==> src/rtl/fifo_arb_pkg.sv <==
// Shared definitions for the FIFO port arbiters: state encoding, width helper, legal requester range.
package fifo_arb_pkg;

  localparam int unsigned NUM_REQ_MIN = 2;
  localparam int unsigned NUM_REQ_MAX = 8;

  typedef enum logic {
    IDLE = 1'b0,
    PKT  = 1'b1
  } state_t;

  // Ceiling log2 usable in constant expressions; clog2(1) = 0.
  function automatic int unsigned clog2(input int unsigned v);
    int unsigned r;
    r = 0;
    for (int unsigned i = 0; i < 32; i++) begin
      if ((32'd1 << i) < v) r = i + 1;
    end
    return r;
  endfunction

endpackage

==> src/rtl/rr_pick.sv <==
// Combinational round-robin picker: first set request at or above rr_ptr, wrapping modulo NUM_REQ.
module rr_pick
  import fifo_arb_pkg::*;
#(
  parameter int unsigned NUM_REQ = 4,
  parameter int unsigned IDX_W   = 2
) (
  input  logic [NUM_REQ-1:0] req,
  input  logic [IDX_W-1:0]   rr_ptr,
  output logic [NUM_REQ-1:0] pick,
  output logic [IDX_W-1:0]   pick_idx,
  output logic               any_req
);

  always_comb begin
    int unsigned j;
    pick     = '0;
    pick_idx = '0;
    any_req  = 1'b0;
    j        = 0;
    for (int unsigned k = 0; k < NUM_REQ; k++) begin
      j = (32'(rr_ptr) + k) % NUM_REQ;
      if (!any_req && req[j]) begin
        any_req  = 1'b1;
        pick[j]  = 1'b1;
        pick_idx = IDX_W'(j);
      end
    end
  end

endmodule

==> src/rtl/fifo_wr_arbiter.sv <==
// Round-robin, packet-locked arbiter sharing the async FIFO write port, with a stall watchdog.
module fifo_wr_arbiter
  import fifo_arb_pkg::*;
#(
  parameter int unsigned NUM_REQ     = 4,
  parameter int unsigned DATA_WIDTH  = 8,
  parameter int unsigned STALL_LIMIT = 15
) (
  input  logic                          w_clk,
  input  logic                          w_rst,
  input  logic [NUM_REQ-1:0]            req_valid,
  input  logic [NUM_REQ-1:0]            req_last,
  input  logic [NUM_REQ*DATA_WIDTH-1:0] req_data,
  output logic [NUM_REQ-1:0]            req_ready,
  output logic [NUM_REQ-1:0]            grant,
  output logic                          winc,
  output logic [DATA_WIDTH-1:0]         wdata,
  input  logic                          wfull,
  output logic                          busy,
  output logic                          abort_err,
  output logic [$clog2(NUM_REQ)-1:0]    abort_id,
  input  logic                          clr_err
);

  localparam int unsigned IDX_W = clog2(NUM_REQ);
  localparam int unsigned CNT_W = (STALL_LIMIT > 0) ? clog2(STALL_LIMIT + 1) : 1;

  state_t             state_q, state_d;
  logic [NUM_REQ-1:0] grant_q, grant_d;
  logic [IDX_W-1:0]   gidx_q, gidx_d;
  logic [IDX_W-1:0]   rr_ptr_q, rr_ptr_d;
  logic [CNT_W-1:0]   stall_cnt_q, stall_cnt_d;
  logic               abort_err_q, abort_err_d;
  logic [IDX_W-1:0]   abort_id_q, abort_id_d;

  logic [NUM_REQ-1:0] pick;
  logic [IDX_W-1:0]   pick_idx;
  logic               any_req;
  logic               g_valid;
  logic               g_last;

  rr_pick #(
    .NUM_REQ (NUM_REQ),
    .IDX_W   (IDX_W)
  ) u_rr_pick (
    .req      (req_valid),
    .rr_ptr   (rr_ptr_q),
    .pick     (pick),
    .pick_idx (pick_idx),
    .any_req  (any_req)
  );

  always_ff @(posedge w_clk or negedge w_rst) begin
    if (!w_rst) begin
      state_q     <= IDLE;
      grant_q     <= '0;
      gidx_q      <= '0;
      rr_ptr_q    <= '0;
      stall_cnt_q <= '0;
      abort_err_q <= 1'b0;
      abort_id_q  <= '0;
    end else begin
      state_q     <= state_d;
      grant_q     <= grant_d;
      gidx_q      <= gidx_d;
      rr_ptr_q    <= rr_ptr_d;
      stall_cnt_q <= stall_cnt_d;
      abort_err_q <= abort_err_d;
      abort_id_q  <= abort_id_d;
    end
  end

  always_comb begin
    state_d     = state_q;
    grant_d     = grant_q;
    gidx_d      = gidx_q;
    rr_ptr_d    = rr_ptr_q;
    stall_cnt_d = stall_cnt_q;
    abort_err_d = abort_err_q;
    abort_id_d  = abort_id_q;
    req_ready   = '0;
    winc        = 1'b0;
    wdata       = '0;
    g_valid     = |(req_valid & grant_q);
    g_last      = |(req_last & grant_q);

    // Write data follows the locked grant; don't-care when winc is low.
    for (int unsigned i = 0; i < NUM_REQ; i++) begin
      if (grant_q[i]) wdata = req_data[i*DATA_WIDTH +: DATA_WIDTH];
    end

    if (clr_err) abort_err_d = 1'b0;

    case (state_q)
      IDLE: begin
        stall_cnt_d = '0;
        if (any_req) begin
          grant_d  = pick;
          gidx_d   = pick_idx;
          rr_ptr_d = (pick_idx == IDX_W'(NUM_REQ - 1)) ? '0 : IDX_W'(pick_idx + 1'b1);
          state_d  = PKT;
        end
      end
      PKT: begin
        // A full FIFO freezes both the transfer and the watchdog.
        if (!wfull) begin
          req_ready = grant_q;
          winc      = g_valid;
          if (g_valid) begin
            stall_cnt_d = '0;
            if (g_last) begin
              grant_d = '0;
              state_d = IDLE;
            end
          end else if (STALL_LIMIT > 0) begin
            if (stall_cnt_q == CNT_W'(STALL_LIMIT - 1)) begin
              abort_err_d = 1'b1;
              abort_id_d  = gidx_q;
              grant_d     = '0;
              stall_cnt_d = '0;
              state_d     = IDLE;
            end else begin
              stall_cnt_d = CNT_W'(stall_cnt_q + 1'b1);
            end
          end
        end
      end
      default: state_d = IDLE;
    endcase
  end

  assign grant     = grant_q;
  assign busy      = (state_q == PKT);
  assign abort_err = abort_err_q;
  assign abort_id  = abort_id_q;

endmodule

==> config.mk <==
export PLATFORM = sky130hd
export DESIGN_NAME = fifo_wr_arbiter
export DESIGN_NICKNAME = d
export VERILOG_FILES = /design/src/rtl/fifo_arb_pkg.sv /design/src/rtl/rr_pick.sv /design/src/rtl/fifo_wr_arbiter.sv
export SDC_FILE = /design/constraint.sdc
export NUM_CORES = 1
export LEC_CHECK = 0
export CAP_MARGIN = 15
export CORE_MARGIN = 2
export CORE_UTILIZATION = 29
export DETAILED_ROUTE_END_ITERATION = 8
export SKIP_CTS_REPAIR_TIMING = 1
export SLEW_MARGIN = 20
export SYNTH_ARGS = -nofsm -noshare
export SYNTH_HDL_FRONTEND = slang
export SYNTH_HIERARCHICAL = 1
export SYNTH_SLANG_ARGS = --single-unit
==> constraint.sdc <==
create_clock -name w_clk -period 8.5 [get_ports w_clk]
set_clock_uncertainty 0.2 [all_clocks]
set_input_delay 0.85 -clock w_clk [delete_from_list [all_inputs] [get_ports w_clk]]
set_output_delay 0.85 -clock w_clk [all_outputs]
set_load 0.01 [all_outputs]
; Word level (Yosys, flattened, before mapping)
; Cells that the tools add are included.
[word_totals]
latchBits = 0
mem_count = 0
ramBits = 0
romBits = 0
inputBits = 44
ff_bits = 16
elab_cells = 107
[classes]
mul = 0
shift = 0
n_mux = 58
n_eq_ne = 6
bitwise_logic = 8
div = 0
n_addsub = 5
n_reduce_logical = 15
order_cmp = 8
[ops]
columns = op, n
row1 = 2-to-1 mux 4 bit, 14
row2 = 2-to-1 mux 8 bit, 4
row3 = 2-to-1 mux 1 bit, 24
row4 = case mux 4 bit (2 select lines), 2
row5 = "< comparator 2 x 3 -> 1 bit, second input constant", 4
row6 = OR 4 bit, 3
row7 = 2-to-1 mux 2 bit, 5
row8 = bitwise AND 4 bit, 2
row9 = binary-select mux 1 bit (select 2 bit), 4
row10 = demux 1 bit (select 2 bit), 4
row11 = "greater-or-equal comparator 2 x 1 -> 1 bit, second input constant", 4
row12 = AND reduction 4 bit, 2
row13 = OR reduction 4 bit, 2
row14 = logical AND 1 bit, 7
row15 = "adder 2 x 1 -> 2 bit, second input constant", 2
row16 = "adder 2 bit, second input constant", 2
row17 = "adder 4 x 1 -> 4 bit, second input constant", 1
row18 = "== test 4 bit, second input constant", 1
row19 = "inequality test 2 bit, second input constant", 2
row20 = zero test 1 bit, 3
row21 = "inequality test 3 x 1 -> 1 bit, second input constant", 1
row22 = "inequality test 3 x 2 -> 1 bit, second input constant", 1
row23 = inverter 1 bit, 3
row24 = "== test 2 bit, second input constant", 1
row25 = 2 further kinds, 2

; Logic depth before layout (Yosys ltp)
; Gate-level depths: netlist of run 1.
[depth]
word_depth = 14
mapped_depth = 11
depth_no_buf = 9

; Modules after synthesis
; Netlist of run 1, hierarchy kept.
[by_module_without_submodules]
columns = module, seq_area_each_um2, n_inst, area_each_um2, cells_each
row1 = fifo_wr_arbiter, 400.4, 1, 1053.5, 122
row2 = rr_pick, 0.0, 1, 421.7, 45

; Worst setup path before layout of run 1
; No wires, ideal clock.
[synth_timing]
path_type = input port to flip-flop
start = input port req_valid[2]
end = register rr_ptr_q[1]
cell_stages = 8
setup_ps = 117
n_path_buf = 1
arrival_ps = 2430
path_slack_ps = 5753
cell_sequence = mux4_2 > buf_6 > nor4b_4 > nor2_1 > a32o_1 > ha_1 > nand2_1 > nand2_1
[synth_between]
elab_chain_len = 14
word_cells_on_any_way = 26
classes_between = 1 x add/sub / 1 x eq/ne / 17 x mux / 7 x reduce/logical
[synth_rtl]
columns = item, line_no
row1 = start: declaration, fifo_wr_arbiter.sv:11  ; input logic [NUM_REQ-1:0] req_valid,
row2 = binary-select mux 1 bit (select 2 bit), rr_pick.sv:23  ; if (!any_req && req[j]) begin
row3 = 2-to-1 mux 1 bit (not written as such), rr_pick.sv:23
row4 = 2-to-1 mux 1 bit, rr_pick.sv:23
row5 = zero test 1 bit, rr_pick.sv:23
row6 = logical AND 1 bit, rr_pick.sv:23
row7 = 2-to-1 mux 1 bit, rr_pick.sv:23
row8 = zero test 1 bit, rr_pick.sv:23
row9 = logical AND 1 bit, rr_pick.sv:23
row10 = 2-to-1 mux 1 bit, rr_pick.sv:23
row11 = zero test 1 bit, rr_pick.sv:23
row12 = logical AND 1 bit, rr_pick.sv:23
row13 = 2-to-1 mux 2 bit (*), rr_pick.sv:23
row14 = named net pick_idx[1], fifo_wr_arbiter.sv:37  ; logic [IDX_W-1:0] pick_idx;
row15 = adder 2 x 1 -> 2 bit or == test 2 bit (tied branches), fifo_wr_arbiter.sv:100  ; rr_ptr_d = (pick_idx == IDX_W'(NUM_REQ - 1)) ? '0 : IDX_W'(pick_idx + 1'b1);
row16 = 2-to-1 mux 2 bit (*), fifo_wr_arbiter.sv:100
row17 = end signal: assignment, fifo_wr_arbiter.sv:66  ; rr_ptr_q <= rr_ptr_d;
row18 = end: declaration, fifo_wr_arbiter.sv:31  ; logic [IDX_W-1:0] rr_ptr_q, rr_ptr_d;
; The timed path passes the listed nets; every way through them passes the cells marked *. The select of a mux whose other input is x is not followed.
; A chain may end at the register's enable or synchronous reset.

; Worst setup path in the final report of run 1
[layout_timing]
start = input port wfull
end = output port winc
[layout_between]
elab_chain_len = 2
[layout_rtl]
columns = item, line_no
row1 = start: declaration, fifo_wr_arbiter.sv:18  ; input logic wfull,
row2 = 2-to-1 mux 1 bit, fifo_wr_arbiter.sv:106  ; if (!wfull) begin
row3 = 2-to-1 mux 1 bit, fifo_wr_arbiter.sv:94  ; case (state_q)
row4 = end: declaration, fifo_wr_arbiter.sv:16  ; output logic winc,
; No other way between the ends.

==> results of run 1 <==
-- registers in the layout (all words and copies together) (netlist names) --
name         cells
grant            4
stall_cnt_q      4
abort_id         2
gidx_q           2
rr_ptr_q         2
abort_err        1
busy             1
-- cell families (layout without fill, tap and decap cells) --
family,count (synthesis),count (layout)
adders and majority gates,8,8
DFF,16,16
buffers and inverters,16,73
AOI/OAI and AO/OA,51,51
muxes,10,10
and+or+nand+nor,66,66
-- cells in the final DEF, fill, tap and decap left out, types with 4 or more instances in the layout --
cell | Yosys | final
nand2_1 | 24 | 24
a31o_2 | 4 | 4
o31ai_1 | 10 | 10
clkbuf_8 | 0 | 4
nor2_1 | 6 | 6
clkdlybuf4s50_1 | 0 | 64
a22oi_1 | 10 | 10
and2_1 | 10 | 10
a221oi_1 | 7 | 7
nor2b_1 | 12 | 12
ha_1 | 8 | 8
o21ai_0 | 8 | 8
inv_1 | 5 | 5
dfrtp_1 | 16 | 16
-- metal layers --
metal	share of wire (%)	vias to the layer above
li1	-	736
met1	44	703
met2	44	70
met3	11	2
met4	0.31	0
met5	0	-
-- worst max-delay path by stage --
stage,cells after the start,to,slack [ns]
2_1_floorplan,8,rr_ptr_q[1],5.75
3_3_place_gp,5,winc,4.96
3_5_place_dp,4,winc,4.93
4_1_cts,4,winc,4.93
5_1_grt,4,req_ready[3],4.82
6_report,4,winc,4.93
-- power by group --
part / switching, mW / internal (mW) / leakage [nW]
logic: 0.201 / 0.237 / 0.628
clock network: 0.0263 / 0.0411 / 0.0288
registers: 0.0627 / 0.107 / 0.202
-- cell type report --
| class | count | area (um^2) | area share [%] |
|---|---|---|---|
| clock buffer | 4 | 55.1 | 2.50 |
| inverter | 5 | 18.8 | 0.854 |
| multi-input combinational | 135 | 1000 | 45.5 |
| sequential | 16 | 400 | 18.2 |
| tap | 67 | 83.8 | 3.81 |
| timing repair buffer | 64 | 641 | 29.1 |
-- per-stage QoR --
| stage | setup slack, ns | instance area, um^2 | utilization, % |
|---|---|---|---|
| floorplan | 5.75 | 1480 | - |
| finish | 4.93 | 2200 | 45.6 |
| global placement | 4.96 | 2140 | 44.5 |
| CTS | 4.93 | 2200 | 45.6 |
| detailed placement | 4.93 | 2140 | 44.5 |
| global route | 4.82 | 2200 | 45.6 |
-- worst reg2reg max path, delay by kind of cell, from the launching register on --
kind / cells / cell delay [ns]
DFF: 1 / 0.68
and+or+nand+nor: 2 / 0.51
muxes: 1 / 0.45
buffers and inverters: 1 / 0.14
AOI/OAI and AO/OA: 2 / 0.45
adders and majority gates: 2 / 0.57
==> flow_metrics.py, run 1 <==
metrics = {
    "status": {
        "status": "finished, final reports clean",
    },
    "grt": {
        "grt.overflow.total": 0,
        "antenna_found_initial": 0,
        "grt.busiest_layer": "met2",
        "use_met3_pct": 3.97,
        "track_usage_pct": 14.4,
        "grt_pass1_vias": 1348,
        "grt_pass1_wl_um": 6400,
        "grt_util_met1_pct": 18.6,
        "grt_max_degree": 22,
        "met2_usage_pct": 24.6,
    },
    "placement": {
        "dp_hpwl_um": 3180,
        "dp_cells": 287,
        "port-buffer-count": 64,
        "gp_congestion": 0.854,
    },
    "logic_synthesis": {
        "synth_area_leaders": "dfrtp_1 (27%), ha_1 (6.8%), nand2_1 (6.1%)",
        "synth.yosys.warnings": 6,
        "syn_inst": 167,
        "synth_top_family_by_area": "compound AO/OA/AOI/OAI gates",
        "async_flop_share_pct": 100,
        "synth_largest_area_cell": "dfrtp_1",
        "ys_types": 35,
        "synthFlopType": "dfrtp_1",
        "yosysMostFrequentCell": "nand2_1",
        "synth_edf_count": 0,
        "avgSynthCellArea_um2": 8.83,
        "synth_fa_ha_area_share_pct": 6.79,
        "yosys.area_share.simple_pct": 24.3,
        "synth_seq_cells": 16,
        "synth.area.mux_share_pct": 10.9,
        "synth_xor_area_share_pct": 0,
        "synth_common_cells": "nand2_1 (24), dfrtp_1 (16), nor2b_1 (12)",
        "synth_top_area_share_pct": 27.1,
        "syn_area_mm2": 0.00148,
        "ys_seq_area_share_pct": 27.1,
        "synthesis.nets": 219,
        "synth_compound_area_share_pct": 25.7,
    },
    "critical_path": {
        "critPathKind": "input port to output port",
        "cp_max_fo": 9,
        "cp_top_family": "buffers and inverters",
        "worstPathArrival_ns": 2.52,
        "slowest_delay_ns": 0.54,
        "end_kind": "output port",
        "crit_buf_inv": 2,
        "worstPathRequired_ns": 7.45,
        "rr_startpoint": "rr_ptr_q[0]",
        "crit_start": "wfull",
        "crit_path_cell_trace": "clkdlybuf4s50_1 > nor2b_1 > nor2b_1 > clkdlybuf4s50_1",
        "rr_worst_depth": 8,
        "crit_slowest_cell": "clkdlybuf4s50_1",
        "r2r_slack_ns": 5.41,
        "start_kind": "input port",
        "r2r_end": "rr_ptr_q[0]",
    },
    "power": {
        "p_leak_nw": 0.859,
        "power.density_mw_per_mm2": 307,
        "power.total_mw": 0.674,
        "vdd_drop_max_uv": 104,
    },
    "floorplan": {
        "ioPinCount": 65,
        "num_rows": 25,
        "die_h_um": 75.3,
        "coreArea_mm2": 0.00482,
        "initial_core_util_pct": 30.6,
        "fp.dieArea_mm2": 0.00567,
        "die_w_um": 75.3,
    },
    "drt": {
        "wire_per_inst_um": 14.5,
        "drt-initial-drc-count": 42,
        "drc": 0,
        "drt_pass1_iterations": 4,
        "wl_um": 4230,
        "antenna_left": 0,
        "vias": 1511,
        "via_per_inst": 5.19,
    },
    "finish": {
        "diodes": 0,
        "fillerInstances": 488,
        "area_delta_synth_final_pct": 49.0,
        "drive_above_1_share_pct": 7.14,
        "fin_nets": 277,
        "fin_cells": 291,
    },
    "min_path": {
        "holdPathStages": 2,
        "holdPathEnd": "gidx_q[1]",
        "min_from": "gidx_q[1]",
        "hp-class": "flop to flop",
    },
    "timing": {
        "fin_tns_setup_ns": 0,
        "hold_violations": 0,
        "slew_headroom_pct": 52.3,
        "max_slew.worst_pin.slew_ns": 0.713,
        "min_period_over_period_pct": 42.0,
        "rsz0062_at_grt": "false",
        "fmax_mhz": 280,
        "whs_ns": 0.273,
        "fin_crit_ns": 3.57,
        "setup_viol": 0,
        "report.final.slew_viol_count": 0,
    },
    "cts": {
        "clk_pin_slew_ns": 0.06,
        "clockBufferDepth": 2,
        "cts_tree": "done",
        "numCtsBuffers": 3,
        "cts_max_level": 1,
        "cts_root_buffer": "clkbuf_8",
        "cts_sinks": 16,
        "clock_latency_ns": 0.25,
    },
    "run": {
        "maxCapViolCount": 0,
    },
}
(Power assumes the default switching activity.)
==> run 2, diff against run 1 <==
clock period = 3.05 ns   (was 8.5 ns; I/O delays follow)
==> run 2 against run 1 <==
  * Register-to-register slack worse by 5.0 ns
  * Sequential power is 150% higher
  * Sequential share of layout area is 0.19 points lower
  * Total power grew to 2.8 times the previous value
  * Wire length is 1.8% higher
  * Critical path depth is 4 higher
  * Utilization is 0.49 points higher
  * Global-route usage is 0.22 points higher
  * Critical path type is now flop to flop
==> flow_metrics.py, run 2 (synthesis results as in run 1) <==
metrics = {
    "status": {
        "status": "finished, final reports clean",
    },
    "timing": {
        "slew_headroom_pct": 52.4,
        "report.final.slew_viol_count": 0,
        "whs_ns": 0.279,
        "rsz0062_at_grt": "false",
        "max_slew.worst_pin.slew_ns": 0.711,
        "min_period_over_period_pct": 86.3,
        "fin_crit_ns": 2.63,
        "fin_tns_setup_ns": 0,
        "hold_violations": 0,
        "setup_viol": 0,
        "layout_setup_ws_ns": 0.417,
        "fmax_mhz": 380,
    },
    "placement": {
        "pre_cts_slack_ns": 0.201,
        "port-buffer-count": 64,
        "dp_hpwl_um": 3250,
        "gp_congestion": 0.866,
    },
    "run": {
        "maxCapViolCount": 0,
    },
    "grt": {
        "grt_pass1_vias": 1390,
        "grt_pass1_wl_um": 6560,
        "track_usage_pct": 14.6,
        "grt_max_degree": 22,
        "grt.overflow.total": 0,
        "antenna_found_initial": 0,
    },
    "critical_path": {
        "worstPathRequired_ns": 2.98,
        "crit_buf_inv": 1,
        "start_kind": "flop",
        "crit_path_cell_trace": "buf_4 > mux4_2 > nor4b_4 > nor2_1 > a32o_1 > ha_1 > nand2_1 > nand2_1",
        "path_common_cell": "nand2_1",
        "crit_slowest_cell": "mux4_2",
        "worstPathArrival_ns": 2.57,
        "critPathKind": "flop to flop",
        "end_kind": "flop",
        "cp_max_fo": 13,
        "slowest_delay_ns": 0.67,
        "cp_top_family": "multiplexers",
    },
    "floorplan": {
        "die_w_um": 75.3,
        "initial_core_util_pct": 30.6,
        "coreArea_mm2": 0.00482,
        "ioPinCount": 65,
        "num_rows": 25,
        "fp.dieArea_mm2": 0.00567,
        "die_h_um": 75.3,
    },
    "cts": {
        "cts_sinks": 16,
        "clk_pin_slew_ns": 0.06,
        "clockBufferDepth": 2,
        "cts_max_level": 1,
        "numCtsBuffers": 3,
        "clock_latency_ns": 0.24,
        "cts_root_buffer": "clkbuf_8",
        "cts_tree": "done",
    },
    "power": {
        "pwr-share-clk_pct": 8.1,
        "p_leak_nw": 0.877,
        "power.density_mw_per_mm2": 857,
        "p_int_mw": 1.08,
        "switchingPower_mw": 0.819,
        "p_sw_share_pct": 43.0,
        "power_frac_comb_pct": 70.1,
        "power.share.sequential_pct": 21.8,
        "power.total_mw": 1.90,
        "vdd_drop_max_uv": 318,
    },
    "finish": {
        "drive_above_1_share_pct": 8.77,
        "layout_commonest_cell": "clkdlybuf4s50_1",
        "fin_nets": 282,
        "diodes": 0,
        "final_core_util_pct": 46.1,
        "most-common-layout-cells": "clkdlybuf4s50_1 (64), nand2_1 (24), dfrtp_1 (16)",
        "area_delta_synth_final_pct": 50.6,
    },
    "drt": {
        "drt_pass1_iterations": 4,
        "wl_um": 4310,
        "antenna_left": 0,
        "vias": 1526,
        "wire_per_inst_um": 14.6,
        "drt-initial-drc-count": 61,
        "drc": 0,
        "via_per_inst": 5.17,
    },
    "min_path": {
        "hp-class": "flop to flop",
    },
}
==> run 2: changes by cell type in the layout (fill, tap and decap cells not counted) <==
cell / before / now
clkbuf_8: 4 / 3
buf_4: 0 / 5
==> run 2: per-stage QoR <==
step / cells / cell area (um^2)
3_5_place_dp: 292 / 2180
4_1_cts: 295 / 2220
5_1_grt: 295 / 2220
2_1_floorplan: 167 / 1480
6_report: 295 / 2220
3_3_place_gp: 292 / 2180
==> run 2: worst min-delay path, delay by kind of cell (launching register included) <==
| family | cells | cell delay, ns |
|---|---|---|
| flops | 1 | 0.34 |
| simple gates | 2 | 0.11 |
==> run 2: area by class of cell <==
type | instances | area [um^2]
Tap cell | 67 | 83.8
Inverter | 5 | 18.8
Timing Repair Buffer | 69 | 678
Fill cell | 487 | 2590
Clock buffer | 3 | 41.3
Sequential cell | 16 | 400
Multi-Input combinational cell | 135 | 1000
==> run 2: path summary, 6_finish.rpt <==
kind / from / endpoint / slack [ns] / cells after the start
worst max-delay path: rr_ptr_q[0] / rr_ptr_q[1] / 0.42 / 8
worst min-delay path: gidx_q[0] / gidx_q[0] / 0.28 / 2
worst max register to register: rr_ptr_q[0] / rr_ptr_q[1] / 0.42 / 8
worst min register to register: gidx_q[0] / gidx_q[0] / 0.28 / 2
max in group asynchronous: w_rst / rr_ptr_q[1] / 1.91 / 1
min in group asynchronous: w_rst / abort_err / 0.29 / 1
==> run 2: power by group through the flow <==
stage | Clock, mW | Combinational, mW | Sequential, mW
CTS | 0.161 | 1.34 | 0.417
finish | 0.154 | 1.34 | 0.415
global placement | 0 | 1.33 | 0.424
floorplan | 0 | 0.883 | 0.395
detailed placement | 0 | 1.33 | 0.421
global route | 0.170 | 1.48 | 0.433
==> run 2: per-layer routing <==
metal / global-route usage [%] / wire length, um / up-vias
li1: - / - / 745
met1: 19.3 / 1900 / 694
met4: 1.75 / 14 / 0
met3: 4.76 / 573 / 4
met5: 0 / 0 / -
met2: 24.3 / 1810 / 83
